File: config.mk
export PLATFORM = sky130hd
export DESIGN_NAME = proc_control
export DESIGN_NICKNAME = d
export VERILOG_FILES = /design/src/rtl/proc_control.sv
export SDC_FILE = /design/constraint.sdc
export NUM_CORES = 1
export LEC_CHECK = 0
export CORE_MARGIN = 2
export CORE_UTILIZATION = 49
export CTS_BUF_LIST = sky130_fd_sc_hd__clkbuf_8
export DETAILED_ROUTE_END_ITERATION = 16
export HOLD_SLACK_MARGIN = 0.15
export PLACE_DENSITY = 0.88
export RECOVER_POWER = 100
export SETUP_SLACK_MARGIN = 0.5
export SLEW_MARGIN = 20
export SYNTH_ARGS = -nofsm -noshare
export SYNTH_HDL_FRONTEND = slang
export SYNTH_SLANG_ARGS = --single-unit
File: constraint.sdc
create_clock -name clock -period 3.4 [get_ports clock]
set_clock_uncertainty 0.1 [all_clocks]
set_input_delay 0.34 -clock clock [delete_from_list [all_inputs] [get_ports clock]]
set_output_delay 0.34 -clock clock [all_outputs]
set_load 0.01 [all_outputs]
File: src/rtl/proc_control.sv
// proc_control: multi-cycle control sequencer for a 16-bit, 8-register datapath.
// When run is sampled high in IDLE, the instruction is latched into IR. The
// sequencer then steps through T1..T3 and drives the operand multiplexer and
// the load controls for the register file, A, G and the ALU.
//
// Ports:
//   clock, reset    rising-edge clock; synchronous active-high reset
//   run             start request, sampled only in IDLE
//   instr           instruction word {opcode[15:12], rx[11:9], ry[8:6], imm[5:0]}
//   regNumSelect    register index driven onto the bus multiplexer
//   Rselect         multiplexer selects G (ALU result)
//   Iselect         multiplexer selects signExt
//   signExt         IR immediate field, sign-extended to DATA_WIDTH
//   reg_load        one-hot write enable for r0..r7
//   a_load, g_load  load operand register A / result register G
//   alu_sub         1 = A - bus, 0 = A + bus
//   done, illegal   pulse in the last T-state; illegal marks an undefined opcode
//   busy            high whenever the sequencer is not in IDLE
//   instr_count     completed-instruction counter (wraps)
module proc_control #(
  parameter int DATA_WIDTH = 16,
  parameter int IMM_WIDTH  = 6
) (
  input  logic                  clock,
  input  logic                  reset,
  input  logic                  run,
  input  logic [15:0]           instr,
  output logic [2:0]            regNumSelect,
  output logic                  Rselect,
  output logic                  Iselect,
  output logic [DATA_WIDTH-1:0] signExt,
  output logic [7:0]            reg_load,
  output logic                  a_load,
  output logic                  g_load,
  output logic                  alu_sub,
  output logic                  done,
  output logic                  illegal,
  output logic                  busy,
  output logic [15:0]           instr_count
);

  typedef enum logic [1:0] {
    IDLE = 2'd0,
    T1   = 2'd1,
    T2   = 2'd2,
    T3   = 2'd3
  } state_t;

  localparam logic [3:0] OP_MV   = 4'b0000;
  localparam logic [3:0] OP_MVI  = 4'b0001;
  localparam logic [3:0] OP_ADD  = 4'b0010;
  localparam logic [3:0] OP_SUB  = 4'b0011;
  localparam logic [3:0] OP_ADDI = 4'b0100;

  state_t                  state_reg, state_next;
  logic [DATA_WIDTH-1:0]   ir_reg;
  logic [15:0]             count_reg;

  logic [3:0] opcode;
  logic [2:0] rx;
  logic [2:0] ry;
  logic       rx_we;   // write the bus value into register rx this cycle

  assign opcode = ir_reg[15:12];
  assign rx     = ir_reg[11:9];
  assign ry     = ir_reg[8:6];

  // State, instruction register and completion counter.
  always_ff @(posedge clock) begin
    if (reset) begin
      state_reg <= IDLE;
      ir_reg    <= '0;
      count_reg <= '0;
    end else begin
      state_reg <= state_next;
      if (state_reg == IDLE && run) begin
        ir_reg <= instr;
      end
      if (done) begin
        count_reg <= count_reg + 16'd1;
      end
    end
  end

  // Next-state and control decode; everything is idle unless a state asserts it.
  always_comb begin
    state_next   = state_reg;
    regNumSelect = 3'd0;
    Rselect      = 1'b0;
    Iselect      = 1'b0;
    rx_we        = 1'b0;
    a_load       = 1'b0;
    g_load       = 1'b0;
    alu_sub      = 1'b0;
    done         = 1'b0;
    illegal      = 1'b0;

    unique case (state_reg)
      IDLE: begin
        if (run) begin
          state_next = T1;
        end
      end

      T1: begin
        unique case (opcode)
          OP_MV: begin
            regNumSelect = ry;
            rx_we        = 1'b1;
            done         = 1'b1;
            state_next   = IDLE;
          end
          OP_MVI: begin
            Iselect    = 1'b1;
            rx_we      = 1'b1;
            done       = 1'b1;
            state_next = IDLE;
          end
          OP_ADD, OP_SUB, OP_ADDI: begin
            // A captures the old rx, so rx == ry yields 2*rx.
            regNumSelect = rx;
            a_load       = 1'b1;
            state_next   = T2;
          end
          default: begin
            done       = 1'b1;
            illegal    = 1'b1;
            state_next = IDLE;
          end
        endcase
      end

      T2: begin
        g_load     = 1'b1;
        state_next = T3;
        if (opcode == OP_ADDI) begin
          Iselect = 1'b1;
        end else begin
          regNumSelect = ry;
          alu_sub      = (opcode == OP_SUB);
        end
      end

      T3: begin
        Rselect    = 1'b1;
        rx_we      = 1'b1;
        done       = 1'b1;
        state_next = IDLE;
      end

      default: begin
        state_next = IDLE;
      end
    endcase
  end

  // One-hot decode of rx into the register-file write enables.
  for (genvar gi = 0; gi < 8; gi++) begin : g_reg_load
    assign reg_load[gi] = rx_we && (rx == 3'(gi));
  end

  assign signExt     = {{(DATA_WIDTH-IMM_WIDTH){ir_reg[IMM_WIDTH-1]}}, ir_reg[IMM_WIDTH-1:0]};
  assign busy        = (state_reg != IDLE);
  assign instr_count = count_reg;

endmodule

# --- Word level (Yosys, flattened, before mapping) ---
# Cells that the tools add are included.
op_classes:
  mux: 21
  bitwise_logic: 0
  n_mul: 0
  shifts: 0
  eq_ne: 15
  n_addsub: 1
  n_div: 0
  n_lt_le_gt_ge: 0
  reduce_logical: 16
ops:
  columns: ["op", "n"]
  rows:
  - ["adder 16 x 1 -> 16 bit, second input constant", 1]
  - ["== test 3 bit, second input constant", 4]
  - ["two-way mux 1 bit", 12]
  - ["one-hot mux 3 bit (2 select lines)", 2]
  - ["logical AND 1 bit", 9]
  - ["== test 4 x 2 -> 1 bit, second input constant", 2]
  - ["one-hot mux 2 bit (4 select lines)", 1]
  - ["== test 3 x 2 -> 1 bit, second input constant", 2]
  - ["one-hot mux 1 bit (2 select lines)", 3]
  - ["OR reduction 5 bit", 1]
  - ["== test 2 bit, second input constant", 2]
  - ["== test 4 x 1 -> 1 bit, second input constant", 1]
  - ["== test 4 x 3 -> 1 bit, second input constant", 1]
  - ["zero test 4 bit", 1]
  - ["two-way mux 2 bit", 2]
  - ["== test 3 x 1 -> 1 bit, second input constant", 1]
  - ["zero test 3 bit", 1]
  - ["two-way mux 3 bit", 1]
  - ["OR reduction 3 bit", 1]
  - ["== test 2 x 1 -> 1 bit, second input constant", 1]
  - ["zero test 2 bit", 1]
  - ["inequality test 2 bit, second input constant", 1]
  - ["nonzero test 2 bit", 1]
  - ["OR reduction 2 bit", 1]
totals:
  out_inout_bits: 51
  n_memories: 0
  word_cells: 56
  reg_bits: 34
  ram_bits: 0
  latchBits: 0
  romBits: 0
  inputBits: 19

# --- Longest topological paths before layout ---
# Gate-level depths: netlist (run 1).
logic_depth:
  depth_word: 5
  mapped_depth: 8
  ltp_nobuf: 6

# --- Least setup slack after synthesis (run 1) ---
# Ideal clock, no wire load.
synth_timing:
  kind: "register to output"
  startpoint: "register with a tool-made name"
  endpoint: "output reg_load[0]"
  path_stages_with_launch: 7
  path_slack_ns: 1.457
  required_time_ns: 2.960
  arrival_ns: 1.503
  path_cell_list: "dfxtp_1 -> inv_1 -> ha_1 -> nor2b_1 -> a21oi_1 -> or2_2 -> nor3_1"
synth_rtl:
  columns: ["item", "line_no", "rtl"]
  rows:
  - ["to (decl)", "32", "output logic [7:0] reg_load,"]

# --- Final worst setup path (run 1) ---
layout_timing:
  startpoint: "register ir_reg[14]"
  endpoint: "output regNumSelect[0]"
layout_between:
  elab_chain_cells: 4
layout_rtl:
  columns: ["item", "line_no", "rtl"]
  rows:
  - ["from (decl)", "56", "logic [DATA_WIDTH-1:0] ir_reg;"]
  - ["from (signal assigned)", "77", "ir_reg <= instr;"]
  - ["== test 4 x 3 -> 1 bit / == test 4 x 2 -> 1 bit (equally long branches)", "106, 136", null]
  - ["OR reduction 3 bit", "106", "unique case (opcode)"]
  - ["one-hot mux 3 bit (2 select lines)", "106", null]
  - ["one-hot mux 3 bit (2 select lines) (*)", "98", "unique case (state_reg)"]
  - ["to (decl)", "28", "output logic [2:0] regNumSelect,"]
# Every way passes the cells marked *; elsewhere a longest branch is shown, timed or not.

==> results.sh, run 1 <==
export IMPL_rr_worst_depth=7
export IMPL_combPwrFrac_pct=19.9
export IMPL_internal_power_uw=636
export IMPL_min_to="ir_reg[1]"
export IMPL_relSlewSlack_pct=46.1
export IMPL_cts_made_buffers=5
export IMPL_syn_area_um2=1830
export IMPL_grt_ovfl_total=0
export IMPL_utilization_pct=68.5
export IMPL_die_h_um=65.1
export IMPL_worst_pin_slew_ps=808
export IMPL_pre_cts_ws_ps=909
export IMPL_setup_tns_ps=0
export IMPL_post_cts_resized=0
export IMPL_dp_hpwl_mm=3.04
export IMPL_fin_ws_ps=533
export IMPL_hold_violations=0
export IMPL_fin_cells=331
export IMPL_design_area_um2=2490
export IMPL_clk_pin_slew_ps=60
export IMPL_postSynthAreaPerCell_um2=7.88
export IMPL_place_area_um2=2410
export IMPL_final_nets=308
export IMPL_clk_latency_ps=280
export IMPL_final_max_slew_violation_count=0
export IMPL_drc_errors=0
export IMPL_rr_endpoint="instr_count[11]"
export IMPL_synth_distinct_cells=35
export IMPL_cp_required_ps=2960
export IMPL_track_usage_pct=20.9
export IMPL_ir_drop_mv=0.244
export IMPL_drt_vias_per_instance=5.32
export IMPL_setup_violations_final=0
export IMPL_initial_core_util_pct=50.3
export IMPL_whs_ps=352
export IMPL_ios=70
export IMPL_post_route_period_util_pct=84.3
export IMPL_worst_path_max_fanout=7
export IMPL_synth_fp_nets=257
export IMPL_ys_warn_count=0
export IMPL_synth_top_area_share_pct=37.2
export IMPL_place_inst=324
export IMPL_hold_depth=2
export IMPL_coreArea_um2=3630
export IMPL_antenna_found_initial=0
export IMPL_die_area_um2=4240
export IMPL_ys_seq_area_share_pct=37.2
export IMPL_drive_above_1_share_pct=3.89
export IMPL_total_power_uw=885
export IMPL_seqPwrFrac_pct=49.5
export IMPL_crit_path_end_kind="primary output"
export IMPL_grt_max_degree=31
export IMPL_pwr_share_clk_pct=30.6
export IMPL_grt_pass1_wl_mm=6.86
export IMPL_power_density_nw_per_um2=356
export IMPL_num_antenna_cells=0
export IMPL_worstPathArrival_ps=2430
export IMPL_hp_start="ir_reg[1]"
export IMPL_place_congestion=0.805
export IMPL_cts_hold_buf=0
export IMPL_rows=22
export IMPL_fmax_mhz=349
export IMPL_p_switching_uw=249
export IMPL_leakage_nw=1.03
export IMPL_cts_root_buf="clkbuf_8"
export IMPL_die_w_um=65.1
export IMPL_path_class="register to primary output"
export IMPL_cpMaxStageDelayCell="dlygate4sd3_1"
export IMPL_fillers=320
export IMPL_drtIter0Drc=63
export IMPL_slowest_delay_ps=600
export IMPL_postCtsSetupBuffers=0
export IMPL_postRouteWirelength_mm=4.17
export IMPL_period_minus_slack_ps=2870
export IMPL_cts_buffer_depth=2
export IMPL_critPathLaunchType="register"
export IMPL_grt_pass1_vias=1501
export IMPL_status="finished, final reports clean"
export IMPL_cts_tree="built"
export IMPL_synth_top_cells_by_area="dfxtp_1 37%, a21oi_1 9.0%, nand2_1 8.4%"
export IMPL_p_sw_share_pct=28.2
export IMPL_ys_seq_elements=34
export IMPL_cts_htree_levels=2
export IMPL_regToRegSetupSlack_ps=1320
export IMPL_rsz0062_at_grt="no"
export IMPL_area_delta_synth_final_pct=36.1
export IMPL_netlist_instances=232
export IMPL_synth_area_leader_cell="dfxtp_1"
export IMPL_crit_chain="or3b_1, a21oi_1, and2_0, a22o_1, dlygate4sd3_1"
export IMPL_cts_sinks=34
export IMPL_drv_cap=0
export IMPL_via_count=1762
export IMPL_min_path_type="register to register"
export IMPL_routedWlPerCell_um=12.6
export IMPL_dr_pass1_iters=6
export IMPL_ant_nets=0
export IMPL_io_buffers=69
-- kinds of logic (layout without fill, tap and decap cells) --
group	count (synthesis)	count (layout)	synth area share [%]
simple gates	98	98	26.8
compound gates	57	57	18.8
flops	34	34	37.2
buf+inv	34	85	11.2
fa+ha+maj	6	6	4.11
mux	2	2	1.37
xor+xnor	1	1	0.479
-- Yosys cell counts --
library cell / number
a211oi_1: 2
a21o_1: 1
a21oi_1: 33
a22o_1: 3
a31oi_1: 1
a31oi_4: 1
and2_1: 3
and3_1: 1
and4_1: 3
buf_2: 2
buf_4: 16
buf_6: 2
clkbuf_1: 7
dfxtp_1: 34
ha_1: 6
inv_1: 7
mux2_4: 1
mux2i_1: 1
nand2_1: 41
nand2b_1: 5
nand3_1: 5
nand4_1: 4
nor2_1: 13
nor2b_1: 2
nor3_1: 5
o21a_1: 2
o21ai_0: 1
o21ai_1: 6
o31ai_1: 7
or2_2: 1
or2b_2: 1
or3_1: 6
or3b_4: 1
or4_1: 7
xor2_1: 1
-- per-layer routing --
layer / global-route usage (%) / wire length (um)
met1: 26.9 / 1890
met2: 32.6 / 1940
met3: 6.60 / 270
met5: 0 / 0
met4: 8.33 / 67
-- worst max path at each step --
stage	start	end	slack [ps]	depth (start not counted)
final	ir_reg[14]	regNumSelect[0]	530	5
after global routing	register	reg_load[0]	360	7
after CTS	register	reg_load[0]	590	7
after detailed placement	state_reg[0]	reg_load[0]	910	6
after global placement	ir_reg[14]	regNumSelect[2]	950	5
after floorplan	register	reg_load[0]	1460	6
-- cell type report --
| class | instances | area [um^2] | share of cell area [%] |
|---|---|---|---|
| multi-input combinational | 164 | 940 | 37.8 |
| timing repair buffer | 71 | 706 | 28.4 |
| sequential | 34 | 681 | 27.4 |
| clock buffer | 5 | 68.8 | 2.77 |
| tap | 48 | 60.1 | 2.41 |
| inverter | 7 | 26.3 | 1.06 |
| clock inverter | 2 | 7.51 | 0.302 |
-- layout by cell type, fill, tap and decap left out, types with 5 or more instances in the layout --
cell type         n
nand3_1           5
ha_1              6
nor3_1            5
dfxtp_1          34
a21oi_1          33
o31ai_1           7
nand2b_1          5
nand2_1          41
inv_1             9
clkbuf_8          5
or3_1             6
nor2_1           13
dlygate4sd3_1    50
o21ai_1           6
or4_1             7
clkdlybuf4s50_1  19
-- power by group through the flow --
stage | clock [mW] | sequential, mW | combinational [mW]
global placement | 0 | 0.447 | 0.182
floorplan | 0 | 0.445 | 0.124
CTS | 0.278 | 0.439 | 0.187
detailed placement | 0 | 0.448 | 0.186
global route | 0.296 | 0.442 | 0.196
finish | 0.271 | 0.439 | 0.176
-- worst max-delay path, delay by kind of cell, from the launching register on --
| family | cells | cell delay [ps] |
|---|---|---|
| simple gates | 2 | 680 |
| buf+inv | 1 | 600 |
| compound gates | 2 | 440 |
| flops | 1 | 430 |
Note: power is estimated with default switching activity, not from simulation.
==> run 2: changes to the inputs <==
CORE_UTILIZATION = 45   (was 49)
PLACE_DENSITY = 0.82   (was 0.88)
clock period = 2.7 ns   (was 3.4 ns; I/O delays follow)
==> run 2 against run 1 <==
Sequential power up 26%. Combinational power up 44%. First-iteration DRC count up 1.6%. Clock-buffer cell count up 1. Largest cell class unchanged. Routed wire length up 16%. Utilization down 2.8 points. Power up 36%. Critical path type is now register to register. Setup slack worse by 240 ps.
==> results.sh, run 2 (synthesis gave the netlist of run 1 again) <==
export IMPL_status="finished, final reports clean"
export IMPL_cts_hold_buf=0
export IMPL_dp_hpwl_mm=3.17
export IMPL_cts_root_buf="clkbuf_8"
export IMPL_path_class="register to register"
export IMPL_area_delta_synth_final_pct=41.7
export IMPL_cts_tree="built"
export IMPL_coreArea_um2=3940
export IMPL_crit_path_end_kind="register"
export IMPL_total_power_mw=1.20
export IMPL_drive_above_1_share_pct=12.7
export IMPL_setup_tns_ps=0
export IMPL_die_h_um=67.7
export IMPL_period_minus_slack_ps=2410
export IMPL_via_count=1804
export IMPL_rsz0062_at_grt="yes"
export IMPL_die_area_um2=4590
export IMPL_power_density_nw_per_um2=465
export IMPL_grt_max_degree=20
export IMPL_pre_cts_ws_ps=303
export IMPL_num_antenna_cells=0
export IMPL_drv_cap=0
export IMPL_place_area_um2=2420
export IMPL_critPathLaunchType="register"
export IMPL_drt_vias_per_instance=5.29
export IMPL_utilization_pct=65.7
export IMPL_design_area_um2=2590
export IMPL_drtIter0Drc=64
export IMPL_place_congestion=0.728
export IMPL_relSlewSlack_pct=60.8
export IMPL_rows=23
export IMPL_grt_pass1_vias=1581
export IMPL_cts_sinks=34
export IMPL_final_max_slew_violation_count=0
export IMPL_grt_ovfl_total=0
export IMPL_track_usage_pct=21.5
export IMPL_routedWlPerCell_um=14.2
export IMPL_io_buffers=69
export IMPL_leakage_nw=1.06
export IMPL_clk_latency_ps=300
export IMPL_worstPathArrival_ps=2490
export IMPL_postRouteWirelength_mm=4.85
export IMPL_die_w_um=67.7
export IMPL_worst_pin_slew_ps=588
export IMPL_cts_buffer_depth=2
export IMPL_cts_htree_levels=2
export IMPL_ios=70
export IMPL_final_nets=315
export IMPL_post_route_period_util_pct=89.3
export IMPL_antenna_found_initial=0
export IMPL_setup_violations_final=0
export IMPL_fmax_mhz=415
export IMPL_final_common_cell="nand2_1"
export IMPL_min_path_type="register to register"
export IMPL_initial_core_util_pct=46.4
export IMPL_hold_violations=0
export IMPL_grt_pass1_wl_mm=7.26
export IMPL_clk_pin_slew_ps=70
export IMPL_worst_path_max_fanout=19
export IMPL_ant_nets=0
export IMPL_cp_required_ps=2780
export IMPL_drc_errors=0
export IMPL_cts_made_buffers=5
export IMPL_fin_ws_ps=290
export IMPL_ir_drop_mv=0.418
export IMPL_layout_common_cells="41 x nand2_1, 36 x dlygate4sd3_1, 32 x a21oi_1"
export IMPL_dr_pass1_iters=4
run 2: cell types whose count changed in the layout (fill, tap and decap cells not counted), sizes merged, moves of 2 or more:
cell,before,now
clkinvlp,0,2
clkbuf,5,13
buf,2,8
dlygate4sd2,0,5
clkdlybuf4s25,0,2
dlygate4sd3,50,36
inv,9,6
run 2: metal layers:
layer	track usage [%]	up-vias	wire length [um]
met5	0	-	0
met2	34.3	49	2280
li1	-	917	-
met3	8.00	6	345
met4	8.16	0	58
met1	26.2	832	2160
run 2: final timing paths:
path | from | endpoint | slack [ps] | cells past startpoint
worst min-delay path | ir_reg[0] | ir_reg[0] | 350 | 2
worst min register to register | ir_reg[0] | ir_reg[0] | 350 | 2
worst max register to register | state_reg[0] | instr_count[9] | 290 | 8
worst max-delay path | state_reg[0] | instr_count[9] | 290 | 8
run 2: final cells by class:
cell class	instances	area, um^2
clock buffer	6	82.6
timing repair buffer	78	712
clock inverter	2	12.5
tap	50	62.6
multi-input combinational	164	1000
fill	351	1350
sequential	34	692
inverter	7	27.5
run 2: per-stage QoR:
| step | instances | hold WS (ps) |
|---|---|---|
| after floorplan | 232 | 306 |
| after global placement | 327 | 342 |
| after detailed placement | 327 | 348 |
| after CTS | 337 | 358 |
| after global routing | 341 | 380 |
| final | 341 | 352 |
run 2: critical path: stages (launching register included):
cell and delay, ps:
dfxtp_4 360, buf_4 140, ha_1 230, a21o_1 190
a31oi_4 170, clkbuf_1 420, buf_4 300, nor3_1 90
mux2_4 290
run 2: timing repair:
action / 4_1_cts / 5_1_grt
gates cloned: 0 / 0
endpoints found under the hold margin: 0 / 0
buffers inserted: 2 / 4
setup endpoints to repair: 14 / 13
pin swaps: 3 / 2
gates resized for setup: 30 / 27
run 2: where the power goes:
part	internal [mW]	leakage, nW	total, mW	switching [mW]
clock	0.205	0.0472	0.397	0.192
sequential	0.526	0.279	0.554	0.0283
combinational	0.123	0.736	0.253	0.130
total	0.853	1.06	1.20	0.351
